<file path="src/rtl/rescale_norm_pipe_if.sv">
// Valid/ready handshake bundle for rescale_norm_pipe: input word side and normalised output side.
interface rescale_norm_pipe_if #(
  parameter int unsigned SCALE_W = 5,
  parameter int unsigned FRAC_W  = 12
);
  logic               in_valid;
  logic               in_ready;
  logic [SCALE_W-1:0] scale_in;
  logic [FRAC_W-1:0]  frac_in;
  logic               out_valid;
  logic               out_ready;
  logic [SCALE_W-1:0] scale_out;
  logic [FRAC_W-1:0]  frac_out;
  logic               zero_out;
  logic               ovf_out;
  logic               unf_out;

  modport master (
    output in_valid, scale_in, frac_in, out_ready,
    input  in_ready, out_valid, scale_out, frac_out, zero_out, ovf_out, unf_out
  );

  modport slave (
    input  in_valid, scale_in, frac_in, out_ready,
    output in_ready, out_valid, scale_out, frac_out, zero_out, ovf_out, unf_out
  );
endinterface

</file>
<file path="src/rtl/rescale_norm_pipe.sv">
// Two-stage leading-one normaliser for <2.F> fraction / signed scale words, with saturation.
// Define RESCALE_NORM_ROUND_EN for round-to-nearest-even on the right-shift case.
module rescale_norm_pipe #(
  parameter int unsigned SCALE_W = 5,
  parameter int unsigned FRAC_W  = 12
) (
  input  logic               clk,
  input  logic               rst,
  rescale_norm_pipe_if.slave bus
);

  localparam int unsigned XW   = SCALE_W + 2;
  localparam int unsigned SH_W = $clog2(FRAC_W);
  localparam logic signed [XW-1:0] ScaleMax = XW'((1 << (SCALE_W - 1)) - 1);
  localparam logic signed [XW-1:0] ScaleMin = XW'(-(1 << (SCALE_W - 1)));

  logic s1_valid_q, s2_valid_q;
  logic s1_adv, s2_adv;

  assign s2_adv      = !s2_valid_q || bus.out_ready;
  assign s1_adv      = !s1_valid_q || s2_adv;
  assign bus.in_ready = s1_adv;

  // Stage 1: leading-one search and extended-width candidate scale.
  logic [SH_W-1:0]        lead_pos;
  logic [SH_W-1:0]        lshift_in;
  logic                   right_in, zero_in;
  logic signed [XW-1:0]   scale_ext, cand_in;

  always_comb begin
    lead_pos = '0;
    for (int i = 0; i < FRAC_W; i++) begin
      if (bus.frac_in[i]) lead_pos = SH_W'(i);
    end
  end

  always_comb begin
    right_in  = bus.frac_in[FRAC_W-1];
    zero_in   = (bus.frac_in == '0);
    scale_ext = {{2{bus.scale_in[SCALE_W-1]}}, bus.scale_in};
    lshift_in = '0;
    if (right_in) begin
      cand_in = scale_ext + XW'(1);
    end else begin
      lshift_in = SH_W'(FRAC_W - 2) - lead_pos;
      cand_in   = scale_ext - XW'(lshift_in);
    end
  end

  logic [FRAC_W-1:0]    s1_frac_q;
  logic [SH_W-1:0]      s1_shift_q;
  logic signed [XW-1:0] s1_scale_q;
  logic                 s1_right_q, s1_zero_q;

  always_ff @(posedge clk) begin
    if (rst) begin
      s1_valid_q <= 1'b0;
      s1_frac_q  <= '0;
      s1_shift_q <= '0;
      s1_scale_q <= '0;
      s1_right_q <= 1'b0;
      s1_zero_q  <= 1'b0;
    end else if (s1_adv) begin
      s1_valid_q <= bus.in_valid;
      if (bus.in_valid) begin
        s1_frac_q  <= bus.frac_in;
        s1_shift_q <= lshift_in;
        s1_scale_q <= cand_in;
        s1_right_q <= right_in;
        s1_zero_q  <= zero_in;
      end
    end
  end

  // Stage 2: shift, optional rounding, then range check on the final scale.
  logic [FRAC_W-1:0]    frac_d;
  logic signed [XW-1:0] scale_x;
  logic                 zero_d, ovf_d, unf_d;

  always_comb begin
    frac_d  = '0;
    scale_x = s1_scale_q;
    zero_d  = 1'b0;
    ovf_d   = 1'b0;
    unf_d   = 1'b0;
    if (s1_right_q) begin
      frac_d = s1_frac_q >> 1;
`ifdef RESCALE_NORM_ROUND_EN
      // Dropped bit is always exactly one half, so only the kept LSB decides.
      if (s1_frac_q[0] && s1_frac_q[1]) begin
        frac_d = frac_d + FRAC_W'(1);
        if (frac_d[FRAC_W-1]) begin
          frac_d  = {2'b01, {(FRAC_W - 2){1'b0}}};
          scale_x = s1_scale_q + XW'(1);
        end
      end
`endif
    end else begin
      frac_d = s1_frac_q << s1_shift_q;
    end

    if (s1_zero_q) begin
      frac_d  = '0;
      scale_x = ScaleMin;
      zero_d  = 1'b1;
    end else if (scale_x > ScaleMax) begin
      frac_d  = {1'b0, {(FRAC_W - 1){1'b1}}};
      scale_x = ScaleMax;
      ovf_d   = 1'b1;
    end else if (scale_x < ScaleMin) begin
      frac_d  = '0;
      scale_x = ScaleMin;
      zero_d  = 1'b1;
      unf_d   = 1'b1;
    end
  end

  logic [FRAC_W-1:0]  s2_frac_q;
  logic [SCALE_W-1:0] s2_scale_q;
  logic               s2_zero_q, s2_ovf_q, s2_unf_q;

  always_ff @(posedge clk) begin
    if (rst) begin
      s2_valid_q <= 1'b0;
      s2_frac_q  <= '0;
      s2_scale_q <= '0;
      s2_zero_q  <= 1'b0;
      s2_ovf_q   <= 1'b0;
      s2_unf_q   <= 1'b0;
    end else if (s2_adv) begin
      s2_valid_q <= s1_valid_q;
      if (s1_valid_q) begin
        s2_frac_q  <= frac_d;
        s2_scale_q <= scale_x[SCALE_W-1:0];
        s2_zero_q  <= zero_d;
        s2_ovf_q   <= ovf_d;
        s2_unf_q   <= unf_d;
      end
    end
  end

  assign bus.out_valid = s2_valid_q;
  assign bus.frac_out  = s2_frac_q;
  assign bus.scale_out = s2_scale_q;
  assign bus.zero_out  = s2_zero_q;
  assign bus.ovf_out   = s2_ovf_q;
  assign bus.unf_out   = s2_unf_q;

endmodule

</file>
<file path="src/flat_wrapper.sv">
// flat-port wrapper written by rule: the top's interface ports become plain ports
module rescale_norm_pipe_flat 
#(
  parameter int unsigned SCALE_W = 5,
  parameter int unsigned FRAC_W  = 12
)
  (clk, rst, bus_in_valid, bus_scale_in, bus_frac_in, bus_out_ready, bus_in_ready, bus_out_valid, bus_scale_out, bus_frac_out, bus_zero_out, bus_ovf_out, bus_unf_out);
  rescale_norm_pipe_if #(.SCALE_W(SCALE_W), .FRAC_W(FRAC_W)) bus_i ();
  input  logic clk;
  input  logic rst;
  input wire logic [$bits(bus_i.in_valid)-1:0] bus_in_valid;
  input wire logic [$bits(bus_i.scale_in)-1:0] bus_scale_in;
  input wire logic [$bits(bus_i.frac_in)-1:0] bus_frac_in;
  input wire logic [$bits(bus_i.out_ready)-1:0] bus_out_ready;
  output wire logic [$bits(bus_i.in_ready)-1:0] bus_in_ready;
  output wire logic [$bits(bus_i.out_valid)-1:0] bus_out_valid;
  output wire logic [$bits(bus_i.scale_out)-1:0] bus_scale_out;
  output wire logic [$bits(bus_i.frac_out)-1:0] bus_frac_out;
  output wire logic [$bits(bus_i.zero_out)-1:0] bus_zero_out;
  output wire logic [$bits(bus_i.ovf_out)-1:0] bus_ovf_out;
  output wire logic [$bits(bus_i.unf_out)-1:0] bus_unf_out;
  assign bus_i.in_valid = bus_in_valid;
  assign bus_i.scale_in = bus_scale_in;
  assign bus_i.frac_in = bus_frac_in;
  assign bus_i.out_ready = bus_out_ready;
  assign bus_in_ready = bus_i.in_ready;
  assign bus_out_valid = bus_i.out_valid;
  assign bus_scale_out = bus_i.scale_out;
  assign bus_frac_out = bus_i.frac_out;
  assign bus_zero_out = bus_i.zero_out;
  assign bus_ovf_out = bus_i.ovf_out;
  assign bus_unf_out = bus_i.unf_out;
  rescale_norm_pipe #(.SCALE_W(SCALE_W), .FRAC_W(FRAC_W)) u_core (.clk(clk), .rst(rst), .bus(bus_i));
endmodule
</file>
<file path="config.mk">
export PLATFORM = sky130hd
export DESIGN_NAME = rescale_norm_pipe_flat
export DESIGN_NICKNAME = d
export VERILOG_FILES = /design/src/rtl/rescale_norm_pipe_if.sv /design/src/rtl/rescale_norm_pipe.sv /design/src/flat_wrapper.sv
export SDC_FILE = /design/constraint.sdc
export NUM_CORES = 1
export LEC_CHECK = 0
export BUFFER_PORTS_ARGS = -buffer_cell sky130_fd_sc_hd__buf_4
export CAP_MARGIN = 20
export CELL_PAD_IN_SITES_DETAIL_PLACEMENT = 1
export CELL_PAD_IN_SITES_GLOBAL_PLACEMENT = 2
export CORE_UTILIZATION = 35
export DETAILED_ROUTE_END_ITERATION = 6
export PLACE_DENSITY_LB_ADDON = 0.1
export SLEW_MARGIN = 20
export SYNTH_ARGS = -nofsm -noshare
export SYNTH_HDL_FRONTEND = slang
export SYNTH_SLANG_ARGS = --single-unit
</file>
<file path="constraint.sdc">
create_clock -name clk -period 5.2 [get_ports clk]
set_input_delay 0.52 -clock clk [delete_from_list [all_inputs] [get_ports clk]]
set_output_delay 0.52 -clock clk [all_outputs]
set_load 0.02 [all_outputs]
</file>
* Word level (Yosys, flattened, before mapping) *
Index checks and enable logic that the tools add are counted.

cells by class
  add/sub/neg operators = 3
  order comparisons = 2
  shift-type cells = 1
  multiplexer cells = 26
  reductions and logical operators = 7

operators with widths
  cell                                                            number
  2-to-1 mux 12 bit                                               4
  2-to-1 mux 4 bit                                                11
  2-to-1 mux 5 bit                                                3
  zero test 12 bit                                                1
  << shifter 12 x 4 -> 12 bit                                     1
  greater-than comparator 7 x 5 -> 1 bit (second input constant)  1
  less-than comparator 7 x 5 -> 1 bit (second input constant)     1
  2-to-1 mux 1 bit                                                7
  2-to-1 mux 7 bit                                                1
  adder 5 x 2 -> 6 bit (second input constant)                    1
  subtractor 5 x 5 -> 6 bit                                       1
  AND reduction 2 bit                                             2
  subtractor 4 bit (first input constant)                         1
  zero test 1 bit                                                 2
  logical OR 1 bit                                                2

word-level totals
  bits in registers = 47
  input port bits = 21
  output and inout bits = 22
  logic and storage cells = 51

* Depth between registers and ports, before layout *
Gate-level depths: netlist of run 1.

  depth after elaboration = 14
  depth in mapped cells = 16

* Worst setup path after synthesis of run 1 *
No wires, ideal clock.

  path type = input -> register
  from = input bus_frac_in[3]
  to = register u_core.s1_scale_q[5]
  library setup time = 0.136 ns
  arrival = 3.187 ns
  path slack = 1.877 ns
  stages = 16
  buffers on the path = 0
  cell sequence = nor2_1 -> a221oi_1 -> o31ai_1 -> nand2b_1 -> ha_1 -> xnor2_2 -> nand2_1 -> xor2_1 -> mux2i_1 -> ha_1 -> o21ai_0 -> o21bai_1 -> a21oi_1 -> xnor2_1 -> xnor2_1 -> a211oi_2

on the way
  word-level cells in the longest chain between the ends = 12

ends and longest elaborated chain
  what                            RTL line                 RTL
  from (decl)                     flat_wrapper.sv:13       input wire logic [$bits(bus_i.frac_in)-1:0] bus_frac_in;
  2-to-1 mux 4 bit (9 in series)  rescale_norm_pipe.sv:33  if (bus.frac_in[i]) lead_pos = SH_W'(i);
  subtractor 4 bit                rescale_norm_pipe.sv:45  lshift_in = SH_W'(FRAC_W - 2) - lead_pos;
  subtractor 5 x 5 -> 6 bit       rescale_norm_pipe.sv:46  cand_in = scale_ext - XW'(lshift_in);
  2-to-1 mux 7 bit                rescale_norm_pipe.sv:42  if (right_in) begin
  to (signal assigned)            rescale_norm_pipe.sv:68  s1_scale_q <= cand_in;
  to (decl)                       rescale_norm_pipe.sv:52  logic signed [XW-1:0] s1_scale_q;

No other way between the ends.
A chain may end at the register's enable or synchronous reset.

* Worst setup path after layout of run 1 *
  from = input bus_frac_in[5]
  to = register u_core.s1_scale_q[5]

on the way
  word-level cells in the longest chain between the ends = 10

ends and longest elaborated chain
  what                            RTL line
  2-to-1 mux 4 bit (7 in series)  rescale_norm_pipe.sv:33
  subtractor 4 bit                rescale_norm_pipe.sv:45
  subtractor 5 x 5 -> 6 bit       rescale_norm_pipe.sv:46
  2-to-1 mux 7 bit                rescale_norm_pipe.sv:42

No other way between the ends.

==> results of run 1 <==
cell families (layout without fill, tap and decap cells):
group	Yosys count	after routing	share of synthesized area, %
compound gates	86	86	21.52
simple gates	113	113	20.13
xor+xnor	8	8	3.089
flops	45	45	35.87
mux	24	24	10.71
buf+inv	27	57	4.384
fa+ha+maj	8	8	4.285
worst min-delay path by stage:
stage | endpoint | from | slack [ns]
final | u_core.s1_valid_q$_SDFFE_PP0N_ | bus_in_valid | 0.44
after global routing | u_core.s1_valid_q$_SDFFE_PP0N_ | bus_in_valid | 0.44
after CTS | u_core.s1_valid_q$_SDFFE_PP0N_ | bus_in_valid | 0.43
after detailed placement | u_core.bus.frac_out[11]$_SDFFE_PP0P_ | u_core.bus.frac_out[11]$_SDFFE_PP0P_ | 0.46
after global placement | u_core.bus.frac_out[11]$_SDFFE_PP0P_ | u_core.bus.frac_out[11]$_SDFFE_PP0P_ | 0.44
after floorplan | u_core.s1_scale_q[0]$_SDFFE_PP0P_ | u_core.s1_scale_q[0]$_SDFFE_PP0P_ | 0.44
Yosys cell counts, types with 2 or more instances:
cell       n
a21o_1     2
nand3_1    3
clkbuf_1  19
and2_1     2
a221oi_1   7
a211oi_1   3
o31ai_1    2
o21ai_1    7
nand2b_1   6
a22o_1     2
xnor2_1    6
nor3b_1    3
o21ai_0    6
mux2_2     2
o22ai_1    4
mux4_2     2
nor2b_1    3
dfxtp_1   45
a31oi_1    4
nand2_1   46
a22oi_1    4
mux2i_1   19
inv_1      5
o211ai_1   2
nor2_1    35
a21oi_1   37
ha_1       7
nor3_1    10
power by group through the flow:
stage	clock network (mW)	logic, mW	registers (mW)
final	0.237	0.177	0.387
after global routing	0.259	0.199	0.390
after CTS	0.248	0.180	0.387
after detailed placement	0	0.179	0.395
after global placement	0	0.177	0.395
after floorplan	0	0.120	0.394
critical path, delay by kind of cell:
kind / cells / cell delay [ns]
AOI/OAI and AO/OA: 6 / 1.19
xor gates and xnor gates: 4 / 0.75
adders and majority gates: 2 / 0.64
buffers and inverters: 1 / 0.13
and+or+nand+nor: 3 / 0.42
layout by cell type (no fill, tap or decap), types with 2 or more instances in the layout:
master / instances
clkbuf_8: 7
buf_4: 44
o31ai_1: 2
nand2_1: 46
nand2b_1: 6
nor3_1: 10
nor2b_1: 3
and2_1: 2
a221oi_1: 7
a21oi_1: 37
a31oi_1: 4
a211oi_1: 3
a22oi_1: 4
a22o_1: 2
mux4_2: 2
xnor2_1: 6
ha_1: 7
a21o_1: 2
mux2i_1: 19
nand3_1: 3
mux2_2: 2
o21ai_1: 7
o211ai_1: 2
nor2_1: 35
dfxtp_1: 45
nor3b_1: 3
o22ai_1: 4
o21ai_0: 6
inv_1: 5
state kept, by name, indices dropped and copies added (netlist names), 4 cells and up:
register / flops
u_core.s1_shift_q: 4
u_core.s1_frac_q: 11
u_core.s1_scale_q: 6
u_core.bus.frac_out: 12
u_core.bus.scale_out: 5
layout make-up:
class	count	area (sq um)	share of cell area [%]
clock buffer	7	96.34	3.242
clock inverter	1	5.005	0.1684
inverter	5	18.77	0.6316
multi-input combinational	239	1500	50.48
sequential	45	900.9	30.32
tap	96	120.1	4.042
timing repair buffer	44	330.3	11.12
metal layers:
layer	up-vias	GRT usage [%]	wire, um
li1	1155	-	-
met1	1070	26.63	3395
met2	39	29.44	2858
met3	5	2.667	176
met4	0	5.455	70
met5	-	0	0
stage by stage:
stage	util (%)	hold slack, ns
after detailed placement	41.79	0.4578
after floorplan	-	0.4361
after global placement	41.79	0.4449
after global routing	43.26	0.4448
after CTS	43.26	0.4292
final	43.26	0.4403
==> summary.txt, run 1 <==
Global routing
  • Number of global-route vias before repair: 2155
  • First-pass GRT wire length: 10980 um
  • Largest net degree at the start of global routing: 47
  • Global-route usage over all layers: 18.72%
  • Initial antenna violation count: 0
  • Grt total ovfl: 0

Worst setup path
  • Worst r2r src: u_core.bus.out_valid$_SDFFE_PP0P_
  • CP startpoint kind: primary input
  • Crit path cell chain: buf_4, nor2_1, a221oi_1, o31ai_1, nand2b_1, ha_1, xnor2_2, xnor2_1, nor2_1, ha_1, o21ai_0, o21bai_1, a21oi_1, xnor2_1, xnor2_1, a211oi_2
  • CP Data Arrival Time: 3.64 ns
  • CP max-delay cell: o31ai_1
  • Required time of the critical path: 5.35 ns
  • Worst R2R End: u_core.bus.frac_out[6]$_SDFFE_PP0P_
  • Most common cell on crit path: xnor2_1
  • Cells on worst reg2reg path: 6
  • Crit end category: flip-flop
  • Crit. Startpoint: bus_frac_in[5]
  • CP max stage delay: 0.50 ns
  • Setup crit end: u_core.s1_scale_q[5]$_SDFFE_PP0P_
  • Reg2Reg Setup Slack: 3.04 ns
  • Kind of critical path: primary input to flip-flop
  • Critical path peak fanout: 5

STA
  • Slew margin rel.: 39.18%
  • Period utilization: 67.10%
  • Final Slew Violations: 0
  • Setup TNS: 0 ns
  • Final Hold Viols: 0
  • Post-layout min period: 3.489 ns
  • Setup WS post-layout: 1.711 ns
  • Setup violators final: 0
  • Worst Tran Pin Value: 0.9040 ns
  • Fin Clk Skew: 0.004850 ns
  • Unrepaired setup endpoints after global routing: false
  • Fmax achieved: 286.6 MHz

Routing
  • Pre-antenna DRT Iters: 4
  • DR DRC count: 0
  • Vias per std cell: 5.192
  • Total number of vias: 2269
  • Initial drt markers: 87
  • Routed WL: 6500 um
  • DRT antenna net count: 0
  • Average routed wire per standard cell: 14.87 um

Min path
  • Hold Path Class: primary input to flip-flop
  • WHS Path Cells: 3

CTS
  • Post-CTS Hold Buffers: 0
  • Clock Latency Late Sink: 0.30 ns
  • Clk slew on worst S/H paths: 0.08 ns
  • TritonCTS clock tree: yes
  • Htree depth: 2
  • TritonCTS Buffers: 5
  • Max clock buf depth: 2
  • Post-CTS Setup Bufs: 0
  • Root Buffer: clkbuf_8
  • PostCTS Resize Cnt: 0
  • Clk sinks: 45

Power and ir drop
  • Clock power frac: 29.6%
  • Switching Share: 29.64%
  • Power per cell area: 269.8 nW/um^2
  • Switching Power: 0.2377 mW
  • P_int: 0.5641 mW
  • Worst IR drop on VDD: 0.09545 mV
  • Static leakage power: 1.142 nW
  • Proportion of power drawn by flip-flops and latches: 48.3%
  • Power Total: 0.8017 mW
  • Comb pwr share: 22.1%

Synth
  • Syn Nets: 340
  • Area leader, netlist: dfxtp_1
  • Post-Syn Area: 2511 sq um
  • Post-synthesis instance total: 311
  • Synth async-reset ratio: 0%
  • Synth top area share: 35.87%
  • FF+latch count, synth: 45
  • Top post-synthesis cells by area: dfxtp_1 36%, mux2i_1 7.6%, a21oi_1 7.4%
  • Ys flop type: dfxtp_1
  • Synth warnings: 0
  • Unique cell type count in the Yosys netlist: 46
  • Sequential element share of the synthesized area: 35.87%
  • Post-synth EDFFs: 0
  • Post-Syn Area per Cell: 8.074 sq um

Finish
  • Final nets: 369
  • Area delta synth->final: 18.34%
  • Share of cells above drive strength 1: 17.89%
  • Post-route cell area: 2972 sq um
  • Layout Cells excl Fill: 437
  • Number of diodes: 0
  • Fillers: 869

Floorplanning
  • Initial Util: 36.56%
  • Die height: 86.71 um
  • Core footprint: 6869 sq um
  • Die W: 86.71 um
  • Row count: 30
  • Top Ports: 43
  • Die ar.: 7518 sq um

Placement
  • Pre-CTS setup slack: 1.375 ns
  • I/O Buffers: 42
  • Hpwl dp: 4960 um
  • Placed cell areas: 2870 sq um
  • Gpl congestion: 0.7782
  • Inst Count DP: 429

Run status
  • Run status: finished clean

Job
  • Max-cap viol count: 0
No activity file was read; power rests on OpenSTA's default activity.
==> run 2: changes to the inputs <==
--- a/config.mk
+++ b/config.mk
@@ -5,11 +5,12 @@
 export SDC_FILE = /design/constraint.sdc
 export NUM_CORES = 1
 export LEC_CHECK = 0
+export ABC_AREA = 1
 export BUFFER_PORTS_ARGS = -buffer_cell sky130_fd_sc_hd__buf_4
 export CAP_MARGIN = 20
 export CELL_PAD_IN_SITES_DETAIL_PLACEMENT = 1
 export CELL_PAD_IN_SITES_GLOBAL_PLACEMENT = 2
-export CORE_UTILIZATION = 35
+export CORE_UTILIZATION = 31
 export DETAILED_ROUTE_END_ITERATION = 6
 export PLACE_DENSITY_LB_ADDON = 0.1
 export SLEW_MARGIN = 20
==> constraint.sdc (replaced) <==
create_clock -name clk -period 3.36 [get_ports clk]
set_input_delay 0.336 -clock clk [delete_from_list [all_inputs] [get_ports clk]]
set_output_delay 0.336 -clock clk [all_outputs]
set_load 0.02 [all_outputs]
==> run 2 against run 1 <==
Worst setup slack worse by 1.2 ns. Count of clock-buffer cells in the layout shrank 1. Register-to-register slack lost 1.6 ns. Area after synthesis grew 3.9%. Sequential power increased by 56%. Sequential cell count is the same. Highest routed layer unchanged. Largest cell class unchanged. Final cell count rose by 16%. Critical path depth increased by 9. Cell area grew 4.3%. Non-clock buffer count unchanged.
==> summary.txt, run 2 <==
STA
  • Fin Clk Skew: 0.01082 ns (+0.005972 ns)
  • Fmax achieved: 346.8 MHz
  • Min Hold Slack: 0.3017 ns (-0.1385 ns)
  • Final Hold Viols: 0 (unchanged)
  • Setup TNS: 0 ns (unchanged)
  • Setup violators final: 0 (unchanged)
  • Post-layout min period: 2.883 ns
  • Setup WS post-layout: 0.4769 ns (-1.234 ns)
  • Final Slew Violations: 0 (unchanged)
  • Worst Tran Pin Value: 0.6967 ns (-0.2073 ns)
  • Slew margin rel.: 53.44% (+14 points)
  • Unrepaired setup endpoints after global routing: false
  • Period utilization: 85.81%

Finish
  • Area delta synth->final: 18.85%
  • Share of cells above drive strength 1: 19.31% (+1.4 points)
  • Layout Cells excl Fill: 509 (+16%)
  • Final nets: 432 (+17%)
  • Max reg flops: 12 (unchanged)
  • Fillers: 1058 (+22%)
  • Commonest non-fill, non-tap cell in the layout: nand2_1
  • Post-route cell area: 3100 sq um (+4.3%)
  • Fin util: 37.92% (-5.3 points)
  • Most frequent cells in the layout: 67 x nand2_1, 62 x a21oi_1, 45 x dfxtp_1
  • Number of diodes: 0 (unchanged)

Synth
  • Most frequent cells after synthesis: 67 x nand2_1, 62 x a21oi_1, 45 x dfxtp_1
  • Ys flop type: dfxtp_1
  • Unique cell type count in the Yosys netlist: 41 (-11%)
  • Post-Syn Area: 2609 sq um (+3.9%)
  • Most numerous cell in the Yosys netlist: nand2_1
  • FF+latch count, synth: 45 (unchanged)
  • Top post-synthesis cells by area: dfxtp_1 35%, a21oi_1 12%, nand2_1 9.6%
  • Area leader, netlist: dfxtp_1
  • Post-synthesis instance total: 370 (+19%)
  • Synth warnings: 0 (unchanged)
  • Syn Nets: 399 (+17%)
  • Sequential element share of the synthesized area: 34.53% (-1.3 points)
  • Post-synth EDFFs: 0 (unchanged)
  • Post-Syn Area per Cell: 7.051 sq um (-13%)
  • Synth top area share: 34.53% (-1.3 points)
  • Synth async-reset ratio: 0% (unchanged)

CTS
  • Clk slew on worst S/H paths: 0.10 ns (+0.02 ns)
  • Root Buffer: clkbuf_8
  • Clk sinks: 45 (unchanged)
  • Htree depth: 2 (unchanged)
  • Max clock buf depth: 2 (unchanged)
  • Clock Latency Late Sink: 0.30 ns (about the same)
  • TritonCTS Buffers: 5 (unchanged)
  • TritonCTS clock tree: yes
  • Post-CTS Setup Bufs: 0 (unchanged)
  • PostCTS Resize Cnt: 0 (unchanged)
  • Post-CTS Hold Buffers: 0 (unchanged)

Global routing
  • Global-route usage over all layers: 17.52% (-1.2 points)
  • Largest net degree at the start of global routing: 34 (-28%)
  • First-pass GRT wire length: 12030 um (+9.6%)
  • Number of global-route vias before repair: 2403 (+12%)
  • Grt total ovfl: 0 (unchanged)
  • Initial antenna violation count: 0 (unchanged)

Floorplanning
  • Core footprint: 8175 sq um (+19%)
  • Top Ports: 43 (unchanged)
  • Initial Util: 31.91% (-4.6 points)
  • Row count: 33 (+10%)
  • Die W: 93.74 um (+8.1%)
  • Die height: 93.74 um (+8.1%)
  • Die ar.: 8786 sq um (+17%)

Placement
  • I/O Buffers: 42 (unchanged)
  • Hpwl dp: 5616 um (+13%)
  • Placed cell areas: 2980 sq um (+3.8%)
  • Pre-CTS setup slack: 0.1390 ns (-1.236 ns)
  • Gpl congestion: 0.7930 (+1.9%)
  • Inst Count DP: 501 (+17%)

Worst setup path
  • CP startpoint kind: primary input
  • CP Data Arrival Time: 3.13 ns (-0.51 ns)
  • Crit end category: flip-flop
  • Required time of the critical path: 3.61 ns (-1.74 ns)
  • Kind of critical path: primary input to flip-flop
  • Critical path peak fanout: 6 (+1)

Min path
  • Hold Path Class: primary input to flip-flop

Routing
  • Routed WL: 7165 um (+10%)
  • Pre-antenna DRT Iters: 6 (+2)
  • DRT antenna net count: 0 (unchanged)
  • Vias per std cell: 4.912 (-5.4%)
  • Initial drt markers: 95 (+9.2%)
  • Average routed wire per standard cell: 14.08 um (-5.4%)
  • DR DRC count: 0 (unchanged)
  • Total number of vias: 2500 (+10%)

Job
  • Max-cap viol count: 0 (unchanged)

Power and ir drop
  • Static leakage power: 1.326 nW (+16%)
  • Worst IR drop on VDD: 0.1550 mV (+62%)
  • Power Total: 1.354 mW (+69%)
  • Power per cell area: 436.8 nW/um^2 (+62%)

Run status
  • Run status: finished clean
## run 2: changes by cell type after synthesis, moves of 6 or more
cell,previous run,this run
inv_1,5,32
a21oi_1,37,62
o21ai_0,6,30
nand2_1,46,67
mux2i_1,19,1
o21ai_1,7,20
nor2_1,35,23
clkbuf_1,19,9
nand3_1,3,11
a221oi_1,7,0
inv_2,0,7
nand2b_1,6,0
## run 2: area by class of cell
type | instances | area [sq um] | share of cell area, %
multi-input cells | 264 | 1423 | 45.88
repair buffers | 44 | 330.3 | 10.65
well taps | 105 | 131.4 | 4.237
clock inverters | 2 | 37.54 | 1.211
clock buffers | 6 | 82.58 | 2.663
inverters | 43 | 195.2 | 6.295
flip-flops and latches | 45 | 900.9 | 29.06
## run 2: path summary, 6_finish.rpt
check	startpoint	end	slack [ns]	cells after the start
max	bus_frac_in[1]	u_core.s1_scale_q[5]$_SDFFE_PP0P_	0.48	25
min reg2reg	u_core.bus.ovf_out$_SDFFE_PP0P_	u_core.bus.ovf_out$_SDFFE_PP0P_	0.47	2
max reg2reg	u_core.bus.out_valid$_SDFFE_PP0P_	u_core.bus.frac_out[1]$_SDFFE_PP0P_	1.40	6
min	bus_frac_in[1]	u_core.s1_frac_q[1]$_SDFFE_PP0P_	0.30	3
## run 2: per-layer routing
metal	vias to the layer above	routed length (um)	GRT usage, %
met4	0	55	3.846
met1	1154	3767	25.25
met2	36	3136	27.19
li1	1306	-	-
met5	-	0	0
met3	4	205	2.913
## run 2: cells by family (layout without fill, tap and decap cells)
group / Yosys count / in the layout / synth area share, %
AO/OA/AOI/OAI: 130 / 130 / 26.91
buffers and inverters: 61 / 95 / 10.94
AND/OR/NAND/NOR: 120 / 120 / 20.72
multiplexers: 1 / 1 / 0.3837
XOR/XNOR: 5 / 5 / 2.398
adder cells (fa/ha/maj): 8 / 8 / 4.125
flip-flops: 45 / 45 / 34.53
## run 2: report_power, final
part	switching (mW)	total [mW]	leakage [nW]	internal, mW
Clock	0.195	0.437	0.0574	0.242
Combinational	0.189	0.316	0.898	0.127
Sequential	0.0317	0.602	0.370	0.570
## run 2: critical path, stage by stage
cell     delay [ns]
buf_4          0.12
nand2_1        0.06
nand2_1        0.05
nand2_1        0.05
nand2_1        0.04
nand2_1        0.05
nand2_1        0.04
nand2_1        0.06
nand2_2        0.06
nand2_2        0.08
nand2_2        0.08
ha_1           0.26
xnor2_4        0.26
o21ai_1        0.09
a21oi_1        0.15
ha_1           0.30
nand3_1        0.11
nand3_1        0.10
a21o_1         0.17
a21oi_1        0.15
xor2_1         0.23
nand3_2        0.09
nand2_1        0.07
nor2_1         0.04
nor2_1         0.08
==> run 3: changes to the inputs <==
--- a/config.mk
+++ b/config.mk
@@ -5,12 +5,11 @@
 export SDC_FILE = /design/constraint.sdc
 export NUM_CORES = 1
 export LEC_CHECK = 0
-export ABC_AREA = 1
 export BUFFER_PORTS_ARGS = -buffer_cell sky130_fd_sc_hd__buf_4
 export CAP_MARGIN = 20
 export CELL_PAD_IN_SITES_DETAIL_PLACEMENT = 1
 export CELL_PAD_IN_SITES_GLOBAL_PLACEMENT = 2
-export CORE_UTILIZATION = 31
+export CORE_UTILIZATION = 33
 export DETAILED_ROUTE_END_ITERATION = 6
 export PLACE_DENSITY_LB_ADDON = 0.1
 export SLEW_MARGIN = 20
==> run 3 against run 2 <==
Cell area fell by 3.2%. Critical path depth fell by 10. Routed wire length fell by 6.8%. Largest cell class unchanged. Hold slack got worse by 0.044 ns. Clock power fell by 20%. Clock skew fell by 0.0033 ns. Power fell by 9.3%. Critical path type unchanged. Largest power group unchanged. Non-clock buffer count rose by 5. Sequential power barely moved. Count of clock-buffer cells in the layout fell by 1. Global-route usage rose by 0.18 points.
==> summary.txt, run 3 (synthesis gave the netlist of run 1 again) <==
Run status
  • Run status: finished clean

Worst setup path
  • Crit end category: flip-flop
  • CP max-delay cell: a221oi_1
  • Required time of the critical path: 3.52 ns (-0.09 ns)
  • Worst Path Buf+Inv: 1 (unchanged)
  • Family with the most delay on the worst path: compound AO/OA/AOI/OAI gates
  • Most common cell on crit path: xnor2_1
  • Crit path cell chain: buf_4, nand2b_1, a221oi_1, o31ai_1, nand2b_1, ha_1, xnor2_1, nor2_1, ha_1, a211oi_1, o21bai_1, a21oi_1, xnor2_1, xnor2_1, a211oi_2
  • Kind of critical path: primary input to flip-flop
  • CP max stage delay: 0.35 ns (+0.05 ns)
  • Critical path peak fanout: 4 (-2)
  • CP startpoint kind: primary input
  • CP Data Arrival Time: 3.12 ns (about the same)

Floorplanning
  • Die height: 89.23 um (-4.8%)
  • Die ar.: 7962 sq um (-9.4%)
  • Die W: 89.23 um (-4.8%)
  • Row count: 31 (-6.1%)
  • Initial Util: 34.44% (+2.5 points)
  • Core footprint: 7292 sq um (-11%)
  • Top Ports: 43 (unchanged)

CTS
  • TritonCTS Buffers: 5 (unchanged)
  • Root Buffer: clkbuf_8
  • Clk slew on worst S/H paths: 0.09 ns (about the same)
  • Htree depth: 2 (unchanged)
  • PostCTS Resize Cnt: 0 (unchanged)
  • TritonCTS clock tree: yes
  • Clk sinks: 45 (unchanged)
  • Post-CTS Hold Buffers: 0 (unchanged)
  • Clock Latency Late Sink: 0.30 ns (about the same)
  • Post-CTS Setup Bufs: 0 (unchanged)
  • Max clock buf depth: 2 (unchanged)

Finish
  • Number of diodes: 0 (unchanged)
  • Share of cells above drive strength 1: 19.08% (-0.23 points)
  • Most frequent cells in the layout: 49 x buf_4, 46 x nand2_1, 45 x dfxtp_1
  • Final nets: 374 (-13%)
  • Fillers: 928 (-12%)
  • Max reg flops: 12 (unchanged)
  • Commonest non-fill, non-tap cell in the layout: buf_4
  • Area delta synth->final: 19.53%
  • Post-route cell area: 3002 sq um (-3.2%)

STA
  • Setup violators final: 0 (unchanged)
  • Worst Tran Pin Value: 0.8510 ns (+0.1543 ns)
  • Setup WS post-layout: 0.3998 ns (-0.07713 ns)
  • Final Hold Viols: 0 (unchanged)
  • Unrepaired setup endpoints after global routing: false
  • Final Slew Violations: 0 (unchanged)
  • Setup TNS: 0 ns (unchanged)
  • Post-layout min period: 2.960 ns (+0.07713 ns)
  • Min Hold Slack: 0.2578 ns (-0.04392 ns)
  • Fin Clk Skew: 0.007483 ns (-0.003339 ns)
  • Period utilization: 88.10% (+2.3 points)
  • Slew margin rel.: 43.13% (-10 points)
  • Fmax achieved: 337.8 MHz (-2.6%)

Routing
  • DR DRC count: 0 (unchanged)
  • Total number of vias: 2300 (-8.0%)
  • DRT antenna net count: 0 (unchanged)
  • Pre-antenna DRT Iters: 4 (-2)
  • Routed WL: 6679 um (-6.8%)
  • Initial drt markers: 98 (+3.2%)
  • Vias per std cell: 5.169 (+5.2%)
  • Average routed wire per standard cell: 15.01 um (+6.6%)

Global routing
  • Initial antenna violation count: 0 (unchanged)
  • Global-route usage over all layers: 17.70% (+0.18 points)
  • Number of global-route vias before repair: 2103 (-12%)
  • Largest net degree at the start of global routing: 47 (+38%)
  • First-pass GRT wire length: 10770 um (-10%)
  • Grt total ovfl: 0 (unchanged)

Placement
  • I/O Buffers: 42 (unchanged)
  • Placed cell areas: 2912 sq um (-2.3%)
  • Pre-CTS setup slack: 0.07223 ns (-0.06680 ns)
  • Hpwl dp: 5006 um (-11%)
  • Gpl congestion: 0.8095 (+2.1%)

Power and ir drop
  • Switching Share: 31.66% (+0.98 points)
  • P_int: 0.8394 mW (-11%)
  • Comb pwr share: 22.9% (-0.4 points)
  • Power per cell area: 409.2 nW/um^2 (-6.3%)
  • Clock power frac: 28.4% (-3.9 points)
  • Proportion of power drawn by flip-flops and latches: 48.8% (+4.4 points)
  • Worst IR drop on VDD: 0.1575 mV (+1.6%)
  • Switching Power: 0.3890 mW (-6.4%)
  • Static leakage power: 1.156 nW (-13%)

Job
  • Max-cap viol count: 0 (unchanged)

Min path
  • Hold Path Class: primary input to flip-flop
run 3: cell types whose count changed in the layout (fill, tap and decap cells not counted), sizes merged, moves of 5 or more:
cell / before / now
a21oi: 64 / 37
a221oi: 0 / 7
buf: 44 / 49
inv: 40 / 6
mux2i: 1 / 19
nand2: 72 / 46
nand2b: 0 / 6
nand3: 13 / 3
nor2: 26 / 36
o21ai: 50 / 13
run 3: final timing paths:
path / to / slack, ns / from / cells after the start
worst max-delay path: u_core.s1_scale_q[5]$_SDFFE_PP0P_ / 0.40 / bus_frac_in[2] / 15
worst min-delay path: u_core.s1_valid_q$_SDFFE_PP0N_ / 0.26 / bus_in_valid / 3
worst min register to register: u_core.bus.frac_out[11]$_SDFFE_PP0P_ / 0.46 / u_core.bus.frac_out[11]$_SDFFE_PP0P_ / 2
worst max register to register: u_core.bus.frac_out[3]$_SDFFE_PP0P_ / 1.31 / u_core.s1_shift_q[0]$_SDFFE_PP0P_ / 5
run 3: worst reg2reg max path, delay by kind of cell, from the launching register on:
family             cells  cell delay, ns
AOI/OAI and AO/OA      2            0.49
DFF                    1            0.76
muxes                  2            0.62
and+or+nand+nor        1            0.06
run 3: metal layers:
layer	vias up	part of all wire, %	track usage, %	routed length [um]
li1	1167	-	-	-
met1	1085	53	25.35	3507
met2	42	43	27.41	2880
met3	6	3.5	3.324	232
met4	0	0.87	4.329	58
met5	-	0	0	0
run 3: power by group through the flow:
stage | Combinational (mW) | Clock, mW | Sequential [mW]
finish | 0.281 | 0.349 | 0.599
global route | 0.313 | 0.383 | 0.605
CTS | 0.285 | 0.361 | 0.599
detailed placement | 0.284 | 0 | 0.612
global placement | 0.277 | 0 | 0.611
floorplan | 0.185 | 0 | 0.610
run 3: layout make-up:
class | count | area [sq um] | area share (%)
inverter | 5 | 18.77 | 0.6253
tap | 99 | 123.9 | 4.127
clock inverter | 3 | 21.27 | 0.7086
clock buffer | 5 | 68.82 | 2.293
sequential | 45 | 900.9 | 30.01
timing repair buffer | 49 | 367.9 | 12.26
multi-input combinational | 239 | 1500 | 49.98
run 3: through the flow:
stage / power (mW) / cells / util [%]
after floorplan: 0.7956 / 311 / -
after global placement: 0.8883 / 437 / 39.93
after global routing: 1.301 / 445 / 41.16
final: 1.228 / 445 / 41.16
after CTS: 1.245 / 445 / 41.16
after detailed placement: 0.8955 / 437 / 39.93
